$ cat src/rtl/wb_mem_tester_pkg.sv
// Shared types and LFSR step function for the Wishbone memory self-test master.
package wb_mem_tester_pkg;

  typedef enum logic [2:0] {IDLE, WR, WGAP, RD, RGAP, FIN} state_t;

  localparam logic [31:0] LFSR_POLY = 32'h8020_0003;

  // One step of the right-shifting Galois LFSR.
  function automatic logic [31:0] lfsr_next(input logic [31:0] x);
    return (x >> 1) ^ (x[0] ? LFSR_POLY : 32'h0);
  endfunction

endpackage

$ cat src/rtl/wb_mem_tester_if.sv
// Wishbone classic bus between the self-test master and a memory slave.
interface wb_mem_tester_if #(
  parameter int ADDR_WIDTH = 32
) ();

  logic                  wb_cyc_o;
  logic                  wb_stb_o;
  logic                  wb_we_o;
  logic [ADDR_WIDTH-1:0] wb_adr_o;
  logic [3:0]            wb_sel_o;
  logic [31:0]           wb_dat_o;
  logic [31:0]           wb_dat_i;
  logic                  wb_ack_i;
  logic                  wb_err_i;

  modport master (
    output wb_cyc_o, wb_stb_o, wb_we_o, wb_adr_o, wb_sel_o, wb_dat_o,
    input  wb_dat_i, wb_ack_i, wb_err_i
  );

  modport slave (
    input  wb_cyc_o, wb_stb_o, wb_we_o, wb_adr_o, wb_sel_o, wb_dat_o,
    output wb_dat_i, wb_ack_i, wb_err_i
  );

endinterface

$ cat src/rtl/wb_mem_tester_lfsr32.sv
// 32-bit Galois LFSR pattern source; load has priority over advance.
module lfsr32
  import wb_mem_tester_pkg::*;
#(
  parameter logic [31:0] SEED = 32'hACE1_2345
) (
  input  logic        clk_i,
  input  logic        rst_ni,
  input  logic        load_i,
  input  logic [31:0] seed_i,
  input  logic        adv_i,
  output logic [31:0] q_o
);

  logic [31:0] r_q;

  always_ff @(posedge clk_i or negedge rst_ni) begin
    if (!rst_ni)     r_q <= SEED;
    else if (load_i) r_q <= seed_i;
    else if (adv_i)  r_q <= lfsr_next(r_q);
  end

  assign q_o = r_q;

endmodule

$ cat src/rtl/wb_mem_tester.sv
// Wishbone classic BIST master: writes an LFSR pattern over a word window, reads it back and compares.
// Optional WB_MEM_TESTER_ERR_LOG_EN adds capture of the first failing address/expected/actual word.
module wb_mem_tester
  import wb_mem_tester_pkg::*;
#(
  parameter int                    ADDR_WIDTH = 32,
  parameter logic [ADDR_WIDTH-1:0] BASE_ADDR  = '0,
  parameter int                    WORDS      = 64,
  parameter int                    TIMEOUT    = 255,
  parameter logic [31:0]           SEED       = 32'hACE1_2345
) (
  input  logic                  clk_i,
  input  logic                  rst_ni,
  input  logic                  start_i,
  output logic                  busy_o,
  output logic                  done_o,
  output logic                  pass_o,
  output logic                  timeout_o,
  output logic [15:0]           err_count_o,
  wb_mem_tester_if.master       wb
`ifdef WB_MEM_TESTER_ERR_LOG_EN
  ,
  output logic [ADDR_WIDTH-1:0] first_err_adr_o,
  output logic [31:0]           first_err_exp_o,
  output logic [31:0]           first_err_act_o
`endif
);

  localparam int             IW   = (WORDS > 1) ? $clog2(WORDS) : 1;
  localparam int             TW   = $clog2(TIMEOUT + 1);
  localparam logic [IW-1:0]  LAST = IW'(WORDS - 1);

  function automatic logic [15:0] sat_inc(input logic [15:0] v);
    return (v == 16'hFFFF) ? v : v + 16'd1;
  endfunction

  state_t                r_state, w_next;
  logic [IW-1:0]         r_idx;
  logic [TW-1:0]         r_tmo;
  logic [15:0]           r_err;
  logic                  r_pass, r_timeout;
  logic [31:0]           w_lfsr;
  logic                  w_stb, w_xfer, w_bad, w_tmo_hit, w_last, w_load;
  logic [ADDR_WIDTH-1:0] w_adr;

  assign w_stb     = (r_state == WR) || (r_state == RD);
  assign w_xfer    = w_stb && (wb.wb_ack_i || wb.wb_err_i);
  // ERR wins over ACK; a read ACK is only checked when ERR is low.
  assign w_bad     = w_xfer && (wb.wb_err_i || ((r_state == RD) && (wb.wb_dat_i != w_lfsr)));
  assign w_tmo_hit = w_stb && !w_xfer && (r_tmo == TW'(TIMEOUT - 1));
  assign w_last    = (r_idx == LAST);
  assign w_load    = ((r_state == IDLE) && start_i) || ((r_state == WGAP) && w_last);
  assign w_adr     = BASE_ADDR + ADDR_WIDTH'({r_idx, 2'b00});

  lfsr32 #(.SEED(SEED)) u_lfsr (
    .clk_i  (clk_i),
    .rst_ni (rst_ni),
    .load_i (w_load),
    .seed_i (SEED),
    .adv_i  (w_xfer),
    .q_o    (w_lfsr)
  );

  always_comb begin
    w_next = r_state;
    case (r_state)
      IDLE:    if (start_i) w_next = WR;
      WR:      if (w_xfer) w_next = WGAP; else if (w_tmo_hit) w_next = FIN;
      WGAP:    w_next = w_last ? RD : WR;
      RD:      if (w_xfer) w_next = RGAP; else if (w_tmo_hit) w_next = FIN;
      RGAP:    w_next = w_last ? FIN : RD;
      FIN:     w_next = IDLE;
      default: w_next = IDLE;
    endcase
  end

  always_ff @(posedge clk_i or negedge rst_ni) begin
    if (!rst_ni) begin
      r_state   <= IDLE;
      r_idx     <= '0;
      r_tmo     <= '0;
      r_err     <= '0;
      r_pass    <= 1'b0;
      r_timeout <= 1'b0;
    end else begin
      r_state <= w_next;
      r_tmo   <= (w_stb && !w_xfer) ? r_tmo + 1'b1 : '0;
      case (r_state)
        IDLE: if (start_i) begin
          r_err     <= '0;
          r_timeout <= 1'b0;
          r_pass    <= 1'b0;
          r_idx     <= '0;
        end
        WR, RD: begin
          if (w_bad)     r_err     <= sat_inc(r_err);
          if (w_tmo_hit) r_timeout <= 1'b1;
        end
        WGAP, RGAP: r_idx <= w_last ? '0 : r_idx + 1'b1;
        FIN:        r_pass <= (r_err == 16'd0) && !r_timeout;
        default: ;
      endcase
    end
  end

`ifdef WB_MEM_TESTER_ERR_LOG_EN
  logic                  r_logged;
  logic [ADDR_WIDTH-1:0] r_fe_adr;
  logic [31:0]           r_fe_exp, r_fe_act;

  always_ff @(posedge clk_i or negedge rst_ni) begin
    if (!rst_ni) begin
      r_logged <= 1'b0;
      r_fe_adr <= '0;
      r_fe_exp <= '0;
      r_fe_act <= '0;
    end else if ((r_state == IDLE) && start_i) begin
      r_logged <= 1'b0;
      r_fe_adr <= '0;
      r_fe_exp <= '0;
      r_fe_act <= '0;
    end else if (w_bad && !r_logged) begin
      r_logged <= 1'b1;
      r_fe_adr <= w_adr;
      r_fe_exp <= w_lfsr;
      r_fe_act <= wb.wb_err_i ? 32'h0 : wb.wb_dat_i;
    end
  end

  assign first_err_adr_o = r_fe_adr;
  assign first_err_exp_o = r_fe_exp;
  assign first_err_act_o = r_fe_act;
`endif

  assign busy_o      = (r_state != IDLE);
  assign done_o      = (r_state == FIN);
  assign pass_o      = r_pass;
  assign timeout_o   = r_timeout;
  assign err_count_o = r_err;

  assign wb.wb_cyc_o = w_stb;
  assign wb.wb_stb_o = w_stb;
  assign wb.wb_we_o  = (r_state == WR);
  assign wb.wb_adr_o = w_stb ? w_adr : '0;
  assign wb.wb_sel_o = 4'hF;
  assign wb.wb_dat_o = (r_state == WR) ? w_lfsr : 32'h0;

endmodule

$ cat src/flat_wrapper.sv
// flat-port wrapper written by rule: the top's interface ports become plain ports
module wb_mem_tester_flat import wb_mem_tester_pkg::*;
#(
  parameter int                    ADDR_WIDTH = 32,
  parameter logic [ADDR_WIDTH-1:0] BASE_ADDR  = '0,
  parameter int                    WORDS      = 64,
  parameter int                    TIMEOUT    = 255,
  parameter logic [31:0]           SEED       = 32'hACE1_2345
)
  (clk_i, rst_ni, start_i, busy_o, done_o, pass_o, timeout_o, err_count_o, wb_wb_cyc_o, wb_wb_stb_o, wb_wb_we_o, wb_wb_adr_o, wb_wb_sel_o, wb_wb_dat_o, wb_wb_dat_i, wb_wb_ack_i, wb_wb_err_i);
  wb_mem_tester_if #(.ADDR_WIDTH(ADDR_WIDTH)) wb_i ();
  input  logic clk_i;
  input  logic rst_ni;
  input  logic start_i;
  output logic busy_o;
  output logic done_o;
  output logic pass_o;
  output logic timeout_o;
  output logic [15:0] err_count_o;
  output wire logic [$bits(wb_i.wb_cyc_o)-1:0] wb_wb_cyc_o;
  output wire logic [$bits(wb_i.wb_stb_o)-1:0] wb_wb_stb_o;
  output wire logic [$bits(wb_i.wb_we_o)-1:0] wb_wb_we_o;
  output wire logic [$bits(wb_i.wb_adr_o)-1:0] wb_wb_adr_o;
  output wire logic [$bits(wb_i.wb_sel_o)-1:0] wb_wb_sel_o;
  output wire logic [$bits(wb_i.wb_dat_o)-1:0] wb_wb_dat_o;
  input wire logic [$bits(wb_i.wb_dat_i)-1:0] wb_wb_dat_i;
  input wire logic [$bits(wb_i.wb_ack_i)-1:0] wb_wb_ack_i;
  input wire logic [$bits(wb_i.wb_err_i)-1:0] wb_wb_err_i;
  assign wb_wb_cyc_o = wb_i.wb_cyc_o;
  assign wb_wb_stb_o = wb_i.wb_stb_o;
  assign wb_wb_we_o = wb_i.wb_we_o;
  assign wb_wb_adr_o = wb_i.wb_adr_o;
  assign wb_wb_sel_o = wb_i.wb_sel_o;
  assign wb_wb_dat_o = wb_i.wb_dat_o;
  assign wb_i.wb_dat_i = wb_wb_dat_i;
  assign wb_i.wb_ack_i = wb_wb_ack_i;
  assign wb_i.wb_err_i = wb_wb_err_i;
  wb_mem_tester #(.ADDR_WIDTH(ADDR_WIDTH), .BASE_ADDR(BASE_ADDR), .WORDS(WORDS), .TIMEOUT(TIMEOUT), .SEED(SEED)) u_core (.clk_i(clk_i), .rst_ni(rst_ni), .start_i(start_i), .busy_o(busy_o), .done_o(done_o), .pass_o(pass_o), .timeout_o(timeout_o), .err_count_o(err_count_o), .wb(wb_i));
endmodule
$ cat config.mk
export PLATFORM = sky130hd
export DESIGN_NAME = wb_mem_tester_flat
export DESIGN_NICKNAME = d
export VERILOG_FILES = /design/src/rtl/wb_mem_tester_pkg.sv /design/src/rtl/wb_mem_tester_if.sv /design/src/rtl/wb_mem_tester_lfsr32.sv /design/src/rtl/wb_mem_tester.sv /design/src/flat_wrapper.sv
export SDC_FILE = /design/constraint.sdc
export NUM_CORES = 1
export LEC_CHECK = 0
export ABC_AREA = 1
export CAP_MARGIN = 20
export CORE_ASPECT_RATIO = 0.5
export CORE_UTILIZATION = 48
export CTS_CLUSTER_DIAMETER = 100
export DETAILED_ROUTE_END_ITERATION = 10
export GPL_TIMING_DRIVEN = 0
export PLACE_DENSITY = 0.82
export SYNTH_ARGS = -nofsm -noshare
export SYNTH_HDL_FRONTEND = slang
export SYNTH_SLANG_ARGS = --single-unit
$ cat constraint.sdc
create_clock -name clk_i -period 2.4 [get_ports clk_i]
set_input_delay 0.72 -clock clk_i [delete_from_list [all_inputs] [get_ports clk_i]]
set_output_delay 0.72 -clock clk_i [all_outputs]
set_load 0.05 [all_outputs]
==> results of run 1 <==
-- cell usage after synthesis --
master | number | share of area
a31o_2 | 1 | 0.0021
nor2_2 | 3 | 0.0045
buf_1 | 1 | 0.00090
a311oi_1 | 1 | 0.0021
nor4_1 | 4 | 0.0060
clkbuf_1 | 7 | 0.0063
nand3_1 | 26 | 0.031
nand4_1 | 2 | 0.0030
conb_1 | 2 | 0.0018
xor2_1 | 4 | 0.0084
a21oi_1 | 26 | 0.031
dfstp_2 | 14 | 0.088
inv_2 | 8 | 0.0072
a31oi_1 | 2 | 0.0030
a221oi_1 | 1 | 0.0021
nand3_2 | 1 | 0.0024
o22ai_1 | 18 | 0.027
nor2_4 | 4 | 0.011
nor3b_1 | 2 | 0.0036
buf_4 | 31 | 0.056
nand3_4 | 1 | 0.0042
a22oi_1 | 1 | 0.0018
o21ai_1 | 13 | 0.016
o21a_1 | 4 | 0.0072
o21ai_0 | 10 | 0.012
nand2_2 | 4 | 0.0060
xnor2_1 | 25 | 0.052
buf_2 | 5 | 0.0060
nand2_4 | 1 | 0.0027
a2bb2oi_1 | 1 | 0.0021
buf_6 | 2 | 0.0054
nor3_4 | 1 | 0.0039
nand2_1 | 104 | 0.093
inv_1 | 76 | 0.068
nor2_1 | 79 | 0.071
nor3_1 | 12 | 0.014
ha_1 | 5 | 0.015
dfrtp_1 | 53 | 0.32
nand3b_1 | 1 | 0.0018
o221ai_1 | 2 | 0.0042
-- power breakdown --
group	switching, mW	total, mW	internal (mW)
combinational	3.05	4.62	1.57
sequential	0.309	1.87	1.56
clock	0.467	1.33	0.860
-- per-stage QoR --
step	util	hold WS (ns)	cells	setup slack, ns	power (mW)
after CTS	0.724	0.485	813	0.000605	7.65
after global routing	0.742	0.506	816	-0.0387	8.24
after detailed placement	0.690	0.477	795	-0.548	6.25
after global placement	0.691	0.471	795	-1.66	6.15
after floorplan	-	0.424	586	-0.0970	5.08
final	0.742	0.488	816	0.0189	7.81
-- logic make-up (layout without fill, tap and decap cells) --
group	count (synthesis)	after routing	share of synthesized area
AO/OA/AOI/OAI	80	80	0.110
adder cells (fa/ha/maj)	5	5	0.0149
AND/OR/NAND/NOR	245	245	0.258
flip-flops	67	67	0.405
XOR/XNOR	29	29	0.0607
buffers and inverters	130	248	0.149
other	2	30	0.00179
-- metal layers --
layer  up-vias  share of wire  routed length, um
met4         0          0.021                227
met2       127           0.50               5490
li1       1996              -                  -
met5         -              0                  0
met3        24          0.053                591
met1      1884           0.43               4740
-- area by class of cell --
cell class              count  area (um^2)
well taps                 112          140
inverters                  84          323
clock inverters             2         35.0
plain buffers              45          370
multi-input cells         389         2240
fillers                   611         2130
flip-flops and latches     67         1700
clock buffers              14          264
repair buffers            103         1030
-- flip-flops by register name, summed over array words and instances (netlist names) --
signal              count
u_core.u_lfsr.q_o      32
u_core.timeout_o        1
u_core.pass_o           1
u_core.r_tmo            8
u_core.r_idx            6
u_core.err_count_o     16
u_core.r_state          3
-- repair_timing --
action	in CTS	in global routing
setup endpoints to repair	43	48
pin swaps	1	2
resized for setup	242	50
buffers inserted	3	3
cloned	0	0
-- worst paths after layout --
check / start / endpoint / slack [ns] / cells past startpoint
max: u_core.r_state[1]$_DFFE_PN0P_ / wb_wb_dat_o[10] / 0.02 / 5
min: rst_ni / u_core.r_idx[3]$_DFFE_PN0P_ / 0.49 / 1
max reg2reg: u_core.r_state[2]$_DFFE_PN0P_ / u_core.u_lfsr.q_o[0]$_DFFE_PN1P_ / 0.33 / 8
min reg2reg: u_core.r_idx[2]$_DFFE_PN0P_ / u_core.r_idx[2]$_DFFE_PN0P_ / 0.49 / 1
max in group asynchronous: rst_ni / u_core.r_state[2]$_DFFE_PN0P_ / 1.32 / 1
min in group clk_i: u_core.r_idx[2]$_DFFE_PN0P_ / u_core.r_idx[2]$_DFFE_PN0P_ / 0.49 / 1
-- worst max-delay path, stage by stage (launching register included) --
cell and delay, ns:
dfrtp_2 0.45, nor3_4 0.28, inv_4 0.11, clkbuf_16 0.21, nor2_4 0.12, buf_6 0.16
==> results.md, run 1 <==
- Vias in the first global route: 3775
- Measured slew at the worst slew-check pin: 0.841 ns
- Initial antenna violation count: 0
- Final Setup Violations: 0
- Critical path type: flip-flop to primary output
- DIE WIDTH: 134 um
- Synth warn: 0
- Sequential share of the synthesized area: 0.405
- PwrDens: 1280 nW/um^2
- Register clock-pin slew on the reported worst setup and hold paths: 0.06 ns
- M1 GR Usage: 0.307
- # DRC: 0
- Post-synthesis cell type count: 40
- Hpwl dp: 7870 um
- Area post-placement: 5680 um^2
- Peak VDD IR: 0.831 mV
- Max Fanout on Critical Path: 10
- Setup tns final: 0 ns
- Unrepaired setup endpoints after global routing: yes
- Commonest non-fill, non-tap cells in the layout: nand2_1, inv_1, dfrtp_1
- Worst Clk Skew: 0.00513 ns
- # IOs: 128
- Required @ worst endpoint: 1.68 ns
- Nets@finish: 741
- Total number of vias: 4031
- Slew headroom: 0.439
- Leading cell type in the layout, fill and taps excluded: nand2_1
- Fin area: 6100 um^2
- Mapped Area: 4190 um^2
- Post-Syn Area per Cell: 7.50 um^2
- Initial cell density of the core: 0.509
- First-pass GRT wire length: 17700 um
- Placer Congestion: 0.882
- Die area: 9120 um^2
- Share of layout cells above drive strength 1: 0.259
- Met3 Use GR: 0.0504
- Drt wl/cell: 13.5 um
- Num rows: 23
- Core footprint: 8230 um^2
- Root Buffer: clkbuf_16
- Aggregate global-route resource usage: 0.252
- Fmax: 420 MHz
- Post-synthesis cell count: 558
- Largest net degree at the start of global routing: 68
- Startpoint Class: flip-flop
- Area grow syn2layout: 45.9%
- 1st-iter DRT viols: 215
- Antenna-violating nets left: 0
- Antenna cell count: 0
- CTS tree: done
- Longest Clk Path Bufs: 2
- CTS HTree Levels: 3
- Clk sinks: 67
- Final Hold Vio Count: 0
- CTS Buf Count: 9
- Run status: completed
- Leak: 2.86 nW
- Synth Register Bits: 67
- Grt total ovfl: 0
- CP Capture Type: primary output
- Routed vias/inst: 4.94
- # hold bufs at CTS: 0
- Die Y: 68.0 um
- Busiest layer in global routing: met2
- Min-delay worst type: input port to asynchronous set/reset pin
- Period utilization: 0.992
- Drt first pass iters: 4
- Worst EP arrival: 1.66 ns
- Final max-slew violation count: 0
- GR Util met2: 0.455
- Fin crit period: 2.38 ns
- Final WL: 11100 um
- Max-Cap Viols: 0
- Worst skew pair latency: 0.33 ns
- Buffers on Ports: 97
(Power assumes the default switching activity.)
==> run 2, diff against run 1 <==
--- a/config.mk
+++ b/config.mk
@@ -13,6 +13,7 @@
 export DETAILED_ROUTE_END_ITERATION = 10
 export GPL_TIMING_DRIVEN = 0
 export PLACE_DENSITY = 0.82
+export SETUP_SLACK_MARGIN = 0.2
 export SYNTH_ARGS = -nofsm -noshare
 export SYNTH_HDL_FRONTEND = slang
 export SYNTH_SLANG_ARGS = --single-unit
==> results.md, run 2 (synthesis results as in run 1) <==
- Commonest non-fill, non-tap cells in the layout: nand2_1, inv_1, dfrtp_1
- Total number of vias: 4182
- Slew headroom: 0.439
- CP max-delay cell: dfrtp_1
- Final Hold Vio Count: 0
- Final max-slew violation count: 0
- Final WL: 11800 um
- Final Non-Filler Cells: 829
- Max Fanout on Critical Path: 8
- Register clock-pin slew on the reported worst setup and hold paths: 0.05 ns
- Fin area: 6410 um^2
- Worst flop-to-flop path endpoint: u_core.err_count_o[5]$_DFFE_PN0P_
- Worst skew pair latency: 0.34 ns
- Antenna cell count: 0
- CP Capture Type: primary output
- CP peak stage delay: 0.43 ns
- Core footprint: 8230 um^2
- Grt total ovfl: 0
- Unrepaired setup endpoints after global routing: yes
- Filler cell count: 542
- Die Y: 68.0 um
- Top delay family on crit path: buffers and inverters
- Drt first pass iters: 5
- Drt wl/cell: 14.3 um
- Root Buffer: clkbuf_16
- CP bufs+invs: 4
- Hold Path Origin: u_core.r_idx[2]$_DFFE_PN0P_
- Sw frac: 0.482
- R2R depth: 15
- Fin crit period: 2.40 ns
- # IOs: 128
- First-pass GRT wire length: 18400 um
- Comb pwr share: 0.611
- Internal power: 4.29 mW
- Peak VDD IR: 0.784 mV
- Required @ worst endpoint: 1.68 ns
- Longest Clk Path Bufs: 2
- Period utilization: 0.999
- Measured slew at the worst slew-check pin: 0.841 ns
- Worst EP arrival: 1.68 ns
- Final Setup Violations: 0
- Max-Cap Viols: 0
- Num rows: 23
- Initial cell density of the core: 0.509
- Clk sinks: 67
- Hpwl dp: 7910 um
- Max FFs per register: 32
- Crit-path cells: inv_2 > nor3_4 > inv_4 > clkbuf_16 > nor2_4 > buf_6
- Aggregate global-route resource usage: 0.266
- FF/Latch Area: 1700 um^2
- Area post-placement: 5750 um^2
- Nets@finish: 754
- Multi-input logic area: 2300 um^2
- Cell total after placement: 795
- Worst R2R Setup Slack: 0.32 ns
- Leading cell type in the layout, fill and taps excluded: nand2_1
- Sequential Power Share: 0.227
- Hold EP: u_core.r_idx[2]$_DFFE_PN0P_
- Clock power frac: 0.161
- Worst Clk Skew: 0.00602 ns
- DIE WIDTH: 134 um
- Startpoint Class: flip-flop
- Min-delay worst type: flip-flop to flip-flop
- Share of layout cells above drive strength 1: 0.294
- Vias in the first global route: 3844
- Die area: 9120 um^2
- Hold depth: 1
- Initial antenna violation count: 0
- Post-route setup slack: 0.00280 ns
- CTS Buf Count: 9
- 1st-iter DRT viols: 276
- # DRC: 0
- Area grow syn2layout: 53.1%
- Routed vias/inst: 5.04
- Antenna-violating nets left: 0
- Critical path type: flip-flop to primary output
- PwrDens: 1290 nW/um^2
- Critical register-to-register path startpoint: u_core.err_count_o[0]$_DFFE_PN0P_
- CTS HTree Levels: 3
- Sw Pwr: 3.99 mW
- Pre-CTS setup slack: -0.371 ns
- Placer Congestion: 0.845
- Leak: 3.21 nW
- WHS: 0.484 ns
- Buffers on Ports: 97
- CTS tree: done
- Run status: completed
- Fmax: 417 MHz
- Largest net degree at the start of global routing: 68
-- run 2: cell count changes in the layout (fill, tap and decap cells not counted), sizes merged --
cell           previous run  this run
clkdlybuf4s50            49         8
dlymetal6s2s              4        26
buf                      79        97
clkbuf                   28        25
dlygate4sd2               2        19
-- run 2: area by class of cell --
| cell class | instances | share of cell area |
|---|---|---|
| multi-input combinational | 389 | 0.359 |
| sequential | 67 | 0.265 |
| timing repair buffer | 115 | 0.196 |
| buffer | 46 | 0.0609 |
| inverter | 84 | 0.0500 |
| clock buffer | 14 | 0.0412 |
| tap | 112 | 0.0219 |
| clock inverter | 2 | 0.00547 |
-- run 2: metrics by stage --
step	util	total power [mW]	setup TNS [ns]
floorplan	-	5.20	-0.154
finish	0.779	8.28	0
CTS	0.755	8.08	-0.0850
detailed placement	0.699	6.38	-13.76
global placement	0.699	6.27	-112.75
global route	0.779	8.72	-0.205
-- run 2: worst max path at each step --
stage,startpoint,end,slack [ns],cells past startpoint
floorplan,u_core.r_state[0]$_DFFE_PN0P_,wb_wb_dat_o[10],-0.03,5
global placement,rst_ni,u_core.err_count_o[1]$_DFFE_PN0P_,-1.90,1
detailed placement,u_core.r_state[0]$_DFFE_PN0P_,wb_wb_dat_o[10],-0.37,6
CTS,u_core.r_state[2]$_DFFE_PN0P_,wb_wb_dat_o[9],-0.01,5
global route,u_core.r_state[0]$_DFFE_PN0P_,wb_wb_dat_o[10],-0.03,6
finish,u_core.r_state[0]$_DFFE_PN0P_,wb_wb_dat_o[10],0.003,6
-- run 2: what timing repair did --
action                     in CTS  in global routing
cloned                          4                  1
setup buffers                   8                  5
setup endpoints to repair      73                 75
hold buffers                    0                  0
pin swaps                      10                 34
gates resized for setup       324                 48
-- run 2: power by group through the flow --
| stage | clock (mW) | combinational (mW) | sequential (mW) |
|---|---|---|---|
| 3_3_place_gp | 0 | 4.40 | 1.87 |
| 4_1_cts | 1.35 | 4.87 | 1.87 |
| 2_1_floorplan | 0 | 3.29 | 1.91 |
| 3_5_place_dp | 0 | 4.49 | 1.88 |
| 6_report | 1.34 | 5.06 | 1.88 |
| 5_1_grt | 1.40 | 5.39 | 1.92 |
-- run 2: routing by layer --
| layer | GRT usage | part of all wire |
|---|---|---|
| met1 | 0.316 | 0.41 |
| met2 | 0.485 | 0.52 |
| met3 | 0.0696 | 0.064 |
| met4 | 0.0772 | 0.012 |
| met5 | 0 | 0 |
-- run 2: worst reg2reg max path, stage by stage, from the launching register on --
cell and delay [ns]:
dfrtp_2 0.42, ha_1 0.20, nand2_1 0.07, inv_2 0.07, nand2_2 0.08, nor2_4 0.12
nand3_2 0.12, nor2_4 0.14, nand2_2 0.07, nor2_4 0.11, nand2_2 0.07, nand3_4 0.14
nand2_4 0.09, buf_6 0.14, nand2_1 0.07, nand2_1 0.05
